## config.mk

```make
export PLATFORM = sky130hd
export DESIGN_NAME = seven_segment_scan
export DESIGN_NICKNAME = d
export VERILOG_FILES = /design/src/rtl/seg7_pkg.sv /design/src/rtl/seg7_hex_font.sv /design/src/rtl/seven_segment_scan.sv
export SDC_FILE = /design/constraint.sdc
export NUM_CORES = 1
export LEC_CHECK = 0
export CORE_MARGIN = 8
export CORE_UTILIZATION = 34
export DETAILED_ROUTE_END_ITERATION = 10
export HOLD_SLACK_MARGIN = 0.1
export PLACE_DENSITY_LB_ADDON = 0.12
export SKIP_CTS_REPAIR_TIMING = 1
export SYNTH_ARGS = -nofsm -noshare
export SYNTH_HDL_FRONTEND = slang
export SYNTH_SLANG_ARGS = --single-unit
```

## constraint.sdc

```tcl
create_clock -name clk -period 3.1 [get_ports clk]
set_clock_uncertainty 0.05 [all_clocks]
set_input_delay 0.62 -clock clk [delete_from_list [all_inputs] [get_ports clk]]
set_output_delay 0.62 -clock clk [all_outputs]
set_load 0.01 [all_outputs]
```

## src/rtl/seg7_pkg.sv

```systemverilog
// rtl/seg7_pkg.sv - shared seven-segment constants, font table and digit index type
package seg7_pkg;

    localparam logic [6:0] SEG_OFF = 7'h7F;

    // Active-low a..g font, entry 15 first so FONT[n] selects nibble n
    localparam logic [15:0][6:0] FONT = {
        7'h0E, 7'h06, 7'h21, 7'h46, 7'h03, 7'h08, 7'h10, 7'h00,
        7'h78, 7'h02, 7'h12, 7'h19, 7'h30, 7'h24, 7'h79, 7'h40
    };

    typedef logic [2:0] digit_idx_t;

    function automatic logic [6:0] hex_to_seg(input logic [3:0] nibble);
        return FONT[nibble];
    endfunction

endpackage

```

## src/rtl/seg7_hex_font.sv

```systemverilog
// rtl/seg7_hex_font.sv - combinational hex nibble to active-low segment lookup
module seg7_hex_font
    import seg7_pkg::*;
(
    input  logic [3:0] nibble,
    output logic [6:0] seg
);

    assign seg = hex_to_seg(nibble);

endmodule

```

## src/rtl/seven_segment_scan.sv

```systemverilog
// rtl/seven_segment_scan.sv - multiplexed hex display scanner; optional SEG_BLINK_EN adds per-digit blink
module seven_segment_scan
    import seg7_pkg::*;
#(
    parameter int NUM_DIGITS = 4,
    parameter int CLK_DIV    = 50000
)
(
    input  logic                    clk,
    input  logic                    rst,
    input  logic                    load,
    input  logic [4*NUM_DIGITS-1:0] value,
    input  logic [NUM_DIGITS-1:0]   dp_in,
    input  logic                    blank_lz,
`ifdef SEG_BLINK_EN
    input  logic [NUM_DIGITS-1:0]   blink_mask,
`endif
    output logic [6:0]              seg,
    output logic                    dp,
    output logic [NUM_DIGITS-1:0]   an,
    output logic                    frame_done
);

    localparam int PW = $clog2(CLK_DIV);

    logic [PW-1:0]           presc;
    digit_idx_t              idx, idx_nxt;
    logic                    tick, boundary;
    logic [4*NUM_DIGITS-1:0] pend_val, shadow_val, shadow_val_nxt;
    logic [NUM_DIGITS-1:0]   pend_dp, shadow_dp, shadow_dp_nxt;
    logic                    pend_valid;
    logic [NUM_DIGITS-1:0]   zero_from;
    logic [3:0]              nib;
    logic                    dp_sel, lz_blank, masked;
    logic [6:0]              font_seg, seg_nxt;
    logic                    dp_nxt;

    assign tick     = (presc == PW'(CLK_DIV - 1));
    assign boundary = tick && (idx == digit_idx_t'(NUM_DIGITS - 1));

`ifdef SEG_BLINK_EN
    localparam int BLINK_FRAMES = 64;
    logic [5:0] blink_cnt;
    logic       blink_on, blink_on_nxt;

    always_comb begin
        blink_on_nxt = blink_on;
        if (boundary && blink_cnt == 6'(BLINK_FRAMES - 1))
            blink_on_nxt = !blink_on;
    end

    always_ff @(posedge clk) begin
        if (rst) begin
            blink_cnt <= '0;
            blink_on  <= 1'b1;
        end else begin
            blink_on <= blink_on_nxt;
            if (boundary)
                blink_cnt <= (blink_cnt == 6'(BLINK_FRAMES - 1)) ? '0 : blink_cnt + 6'd1;
        end
    end
`endif

    // seg/dp are computed from the post-edge index and shadow so they settle during the guard
    always_comb begin
        idx_nxt = idx;
        if (tick)
            idx_nxt = boundary ? '0 : idx + digit_idx_t'(1);

        shadow_val_nxt = shadow_val;
        shadow_dp_nxt  = shadow_dp;
        if (boundary && load) begin
            shadow_val_nxt = value;
            shadow_dp_nxt  = dp_in;
        end else if (boundary && pend_valid) begin
            shadow_val_nxt = pend_val;
            shadow_dp_nxt  = pend_dp;
        end

        zero_from = '0;
        for (int k = NUM_DIGITS - 1; k >= 0; k--) begin
            if (k == NUM_DIGITS - 1)
                zero_from[k] = (shadow_val_nxt[4*k +: 4] == 4'h0);
            else
                zero_from[k] = zero_from[k+1] && (shadow_val_nxt[4*k +: 4] == 4'h0);
        end

        nib      = '0;
        dp_sel   = 1'b0;
        lz_blank = 1'b0;
        masked   = 1'b0;
        for (int k = 0; k < NUM_DIGITS; k++) begin
            if (digit_idx_t'(k) == idx_nxt) begin
                nib      = shadow_val_nxt[4*k +: 4];
                dp_sel   = shadow_dp_nxt[k];
                lz_blank = (k != 0) && zero_from[k];
`ifdef SEG_BLINK_EN
                masked   = !blink_on_nxt && blink_mask[k];
`endif
            end
        end

        seg_nxt = (masked || (blank_lz && lz_blank)) ? SEG_OFF : font_seg;
        dp_nxt  = masked ? 1'b1 : !dp_sel;
    end

    seg7_hex_font u_font (
        .nibble (nib),
        .seg    (font_seg)
    );

    always_ff @(posedge clk) begin
        if (rst) begin
            presc      <= '0;
            idx        <= '0;
            pend_val   <= '0;
            pend_dp    <= '0;
            pend_valid <= 1'b0;
            shadow_val <= '0;
            shadow_dp  <= '0;
            seg        <= SEG_OFF;
            dp         <= 1'b1;
            an         <= '1;
            frame_done <= 1'b0;
        end else begin
            presc      <= tick ? '0 : presc + PW'(1);
            idx        <= idx_nxt;
            shadow_val <= shadow_val_nxt;
            shadow_dp  <= shadow_dp_nxt;
            if (load && !boundary) begin
                pend_val   <= value;
                pend_dp    <= dp_in;
                pend_valid <= 1'b1;
            end else if (boundary) begin
                pend_valid <= 1'b0;
            end
            an         <= tick ? '1 : ~(NUM_DIGITS'(1) << idx);
            seg        <= seg_nxt;
            dp         <= dp_nxt;
            frame_done <= boundary;
        end
    end

endmodule
```

Word-level counts from Yosys, hierarchy flattened
Memories as Yosys holds them, arrays and structs flattened. A register that Yosys moved wholly into a read port is not among the register bits.
Index checks and enable logic that the tools add are counted.
Widths: inputs -> output; s select.
{"block": "op_classes", "n_mux": 19, "shifts": 1, "n_bitwise": 1, "n_addsub": 2, "eq_ne": 5, "n_reduce_logical": 16}
{"op": "$mux 16", "n": 2}
{"op": "$mux 4", "n": 6}
{"op": "$add 16x1->16 const B", "n": 1}
{"op": "$eq 16x16->1 const B", "n": 1}
{"op": "$logic_not 4->1", "n": 3}
{"op": "$mux 1", "n": 9}
{"op": "$logic_and 1x1->1", "n": 7}
{"op": "$eq 2x3->1 const A", "n": 2}
{"op": "$mux 3", "n": 2}
{"op": "$not 4->4", "n": 1}
{"op": "$reduce_or 2->1", "n": 2}
{"op": "$shl 1x3->4 const A", "n": 1}
{"op": "$add 3x1->3 const B", "n": 1}
{"op": "$eq 1x3->1 const A", "n": 1}
{"op": "$eq 3x2->1 const B", "n": 1}
{"op": "$logic_not 3->1", "n": 1}
{"op": "$logic_not 1->1", "n": 2}
{"op": "$reduce_bool 2->1", "n": 1}
{"block": "totals", "mem_bits_ro": 112, "output_inout_bits": 13, "regBits": 66, "wordCells": 55, "mem_count": 1, "inputBits": 24}
{"name": "(name not given)", "words": 16, "width": 7, "rd": 1, "rd_ports_with_merged_regs": 1, "wr": 0, "line_no": "seg7_pkg.sv:15", "source": "return FONT[nibble];"}

Longest topological paths before layout
{"block": "depth", "word_depth": 13, "depth_mapped": 16}

By module
Synthesis repeated with hierarchy kept, for this count alone.
{"block": "unflattened", "hier_cells": 452, "hier_area_um2": 3694.8}
{"mod": "seven_segment_scan", "seq_area_each_um2": 1461.4, "instances": 1, "cells_each": 420, "area_per_inst_um2": 3419.5}
{"mod": "seg7_hex_font", "seq_area_each_um2": 0.0, "instances": 1, "cells_each": 32, "area_per_inst_um2": 275.3}

Worst setup path after synthesis
OpenSTA, ideal clock, no wires.
{"block": "synth_timing", "kind": "reg-to-reg", "startpoint": "register idx[1]", "endpoint": "register seg[1]", "t_required_ns": 2.977, "setup_ns": 0.073, "slack_ns": 0.259, "synth_period_minus_slack_ns": 2.841, "path_stages_with_launch": 14, "path_buffers": 2, "t_arrival_ns": 2.718, "path_cell_list": "dfxtp_1 > ha_1 > nor2b_1 > buf_2 > buf_2 > nand3_2 > mux2i_1 > a21oi_1 > a2bb2oi_1 > and3_1 > ha_1 > inv_1 > mux2_4 > o211ai_2"}
{"block": "synth_between", "elab_chain_len": 13}
{"element": "start: declaration", "line_no": "seven_segment_scan.sv:27", "source": "digit_idx_t idx, idx_nxt;"}
{"element": "start signal: assignment", "line_no": "seven_segment_scan.sv:127", "source": "idx <= idx_nxt;"}
{"element": "$eq 3x2->1", "line_no": "seven_segment_scan.sv:39", "source": "assign boundary = tick && (idx == digit_idx_t'(NUM_DIGITS - 1));"}
{"element": "$logic_and 1x1->1", "line_no": "seven_segment_scan.sv:39"}
{"element": "$logic_and 1x1->1", "line_no": "seven_segment_scan.sv:75", "source": "end else if (boundary && pend_valid) begin"}
{"element": "$mux 16", "line_no": "seven_segment_scan.sv:75"}
{"element": "$mux 16", "line_no": "seven_segment_scan.sv:72", "source": "if (boundary && load) begin"}
{"element": "$logic_not 4->1, on equally long branches"}
{"element": "$logic_and 1x1->1 (2 in series)", "line_no": "seven_segment_scan.sv:85", "source": "zero_from[k] = zero_from[k+1] && (shadow_val_nxt[4*k +: 4] == 4'h0);"}
{"element": "$mux 1 (3 in series)", "line_no": "seven_segment_scan.sv:93", "source": "if (digit_idx_t'(k) == idx_nxt) begin"}
{"element": "$logic_and 1x1->1", "line_no": "seven_segment_scan.sv:103", "source": "seg_nxt = (masked || (blank_lz && lz_blank)) ? SEG_OFF : font_seg;"}
{"element": "$reduce_or 2->1 (no line)"}
{"element": "end: declaration", "line_no": "seven_segment_scan.sv:18", "source": "output logic [6:0] seg,"}
Several ways; a longest one is shown, not always the timed one.
A chain may end at the register's enable or synchronous reset.

Final worst setup path
{"block": "layout_timing", "startpoint": "register presc[0]", "endpoint": "register seg[3]"}
{"block": "layout_between", "elab_chain_len": 13}
{"element": "start: declaration", "line_no": "seven_segment_scan.sv:26", "source": "logic [PW-1:0] presc;"}
{"element": "start signal: assignment", "line_no": "seven_segment_scan.sv:126", "source": "presc <= tick ? '0 : presc + PW'(1);"}
{"element": "$eq 16x16->1 (*)", "line_no": "seven_segment_scan.sv:38", "source": "assign tick = (presc == PW'(CLK_DIV - 1));"}
{"element": "$logic_and 1x1->1", "line_no": "seven_segment_scan.sv:39"}
{"element": "$logic_and 1x1->1", "line_no": "seven_segment_scan.sv:75"}
{"element": "$mux 16", "line_no": "seven_segment_scan.sv:75"}
{"element": "$mux 16", "line_no": "seven_segment_scan.sv:72"}
{"element": "$logic_not 4->1, on equally long branches"}
{"element": "$logic_and 1x1->1 (2 in series)", "line_no": "seven_segment_scan.sv:85"}
{"element": "$mux 1 (3 in series)", "line_no": "seven_segment_scan.sv:93"}
{"element": "$logic_and 1x1->1", "line_no": "seven_segment_scan.sv:103"}
{"element": "$reduce_or 2->1 (no line)"}
Mark *: on every way between the ends. The rest lies on a longest branch, timed or not.

==> flow_summary.toml <==
[run_status]
status = "finished, final reports clean"

[sta]
post-route-min-period_ns = 2.91
drv_slew = 0
fmax_ghz = 0.343
relSlewSlack = 0.464
finalCritPeriodShare = 0.940
hold_viol = 0
rsz0062_at_grt = "no"
worst_pin_slew_ns = 0.802
setup_viol = 0

[clock_tree]
cts_root_buf = "clkbuf_8"
cts.sink_count = 73
cts_buffers = 9
h-tree-depth = 3
cts.path.max_buffers = 2
clkLatencyLatePin_ns = 0.35
tritoncts = "done"
clk_pin_slew_ns = 0.07

[final_layout]
drive_gt1_frac = 0.185
insertedDiodeCount = 0
fin_util = 0.447
syn_to_final_growth_pct = 27.9
fill_cells = 1031
stdcell_area_um2 = 4620
fin_nets = 526

[worst_setup_path]
crit_chain = "ha_1, and3_1, buf_4, nand4_1, buf_4, o31a_1, a21oi_2, nor2_1, or4_4, mux2i_1, and2_1, o21ai_1"
regToRegStartpoint = "presc[0]"
cpPeakStageDelay_ns = 0.58
crit_path_start_kind = "flip-flop"
crit_path_end_kind = "flip-flop"
arrival_ns = 3.15
cp_max_fo = 4
setup.worst_path.start = "presc[0]"
cp.required_ns = 3.33
critPathSlowestCell = "or4_4"
cp_common_cell = "buf_4"
critPathKind = "reg -> reg"

[drt]
vias = 3204
dr.pass1.iters = 4
drtIter0Drc = 149
wl_per_cell_um = 15.2
ant_nets = 0
viasPerCell = 5.05
wirelength_um = 9640
drc = 0

[synth]
yosys.area.top_type = "dfxtp_1"
postSynth.asyncResetShare = 0
synthTopCellsByCount = "dfxtp_1, nand2_1, nor2_1"
synth_top_area_share = 0.405
post_synth_num_cell_types = 60
synth.area.top_cells = "dfxtp_1, nand2_1, a21oi_1"
syn_nets = 457
yosys.cell_count.top_type = "dfxtp_1"
ys.flop_type = "dfxtp_1"
yosys_warnings = 0
seq_area_frac_synth = 0.405
synth_edf_count = 0
postSynthCellCount = 424
netlist_area_um2 = 3610
avgSynthCellArea_um2 = 8.52
synth-seq-cells = 73

[place]
place_area_um2 = 4370
dp_hpwl_um = 6970
place.gp.congestion = 0.821
io_buffers = 36

[grt]
grt_pass1_vias = 3188
grt_first_pass_wirelength_um = 16100
grt_max_degree = 35
track_usage = 0.139
antenna_found_initial = 0
gr-total-overflow = 0

[worst_hold_path]
hp-start = "presc[0]"
hold_class = "reg -> reg"

[power]
p_per_area_nw_per_um2 = 415
p_leak_uw = 0.00181
vdd_ir_drop_max_mv = 0.269

[die]
ios = 37
start_util = 0.350
die-area_um2 = 14200
die_h_um = 119
rows = 37
core_area_um2 = 10300
die_w_um = 119

[flow_run]
maxCapViolCount = 0
cells in the final DEF, fill, tap and decap left out, drive strengths merged, types with 3 or more instances in the layout:
cell            n
o22ai           3
ha              9
nand2b         12
nand2          62
dfxtp          73
o211ai          3
o221ai         11
and3            6
nand3          15
clkinv          3
inv             8
a221oi          6
a21oi          42
o21ai          12
xnor2           7
nand4          10
clkbuf         10
o31a            4
nor2b           8
nor3b           5
clkdlybuf4s50  35
mux2i           9
a21o            5
nor2           53
buf            50
xor2            6
per-layer routing:
| layer | GRT usage | share of wire |
|---|---|---|
| met4 | 0.0514 | 0.012 |
| met3 | 0.0350 | 0.047 |
| met1 | 0.173 | 0.48 |
| met2 | 0.226 | 0.47 |
| met5 | 0 | 0 |
layout make-up:
cell class	count	area, um^2	share of cell area
clock inverter	6	82.6	0.0179
inverter	8	30.0	0.00650
timing repair buffer	85	748	0.162
multi-input combinational	316	2000	0.433
tap	136	170	0.0368
clock buffer	10	128	0.0276
sequential	73	1460	0.316
where the power goes:
| group | leakage, uW | switching (uW) | internal (uW) |
|---|---|---|---|
| combinational | 0.00111 | 69.5 | 64.6 |
| clock | 0.000106 | 361 | 449 |
| sequential | 0.000596 | 13.6 | 960 |
| total | 0.00181 | 444 | 1470 |
registers in the layout, summed over array words and instances (netlist names), 3 cells and up:
| name | count |
|---|---|
| idx | 3 |
| presc | 16 |
| seg | 7 |
| pend_val | 16 |
| pend_dp | 4 |
| an | 4 |
| shadow_val | 16 |
| shadow_dp | 4 |
worst paths after layout:
| kind | end | slack [ns] | depth (start not counted) |
|---|---|---|---|
| worst max-delay path | seg[3] | 0.19 | 12 |
| worst min register to register | presc[0] | 0.40 | 1 |
| worst max register to register | seg[3] | 0.19 | 12 |
| worst min-delay path | presc[0] | 0.40 | 1 |
through the flow:
stage               setup WS, ns  hold slack, ns  total power (uW)  cells  setup TNS [ns]
finish                     0.187           0.400              1920    634               0
global route              0.0118           0.429              2000    634               0
CTS                      -0.0442           0.394              1940    633         -0.0921
detailed placement       -0.0596           0.384              1130    617          -0.154
global placement         -0.0545           0.372              1130    617         -0.0545
floorplan                  0.259           0.363              1060    424               0
kinds of logic (layout without fill, tap and decap cells):
group           Yosys count  after routing  share of synthesized area
xor+xnor                 13             13                     0.0315
compound gates           97             97                      0.192
flops                    73             73                      0.405
mux                      10             10                     0.0291
simple gates            187            187                      0.261
fa+ha+maj                 9              9                     0.0312
buf+inv                  35            109                     0.0499
worst max-delay path: cells and delay by family, from the launching register on:
family	cells	cell delay (ns)
muxes	1	0.14
AOI/OAI and AO/OA	3	0.54
DFF	1	0.35
buffers and inverters	2	0.35
adders and majority gates	1	0.19
and+or+nand+nor	5	1.24
No activity file was read; power rests on OpenSTA's default activity.
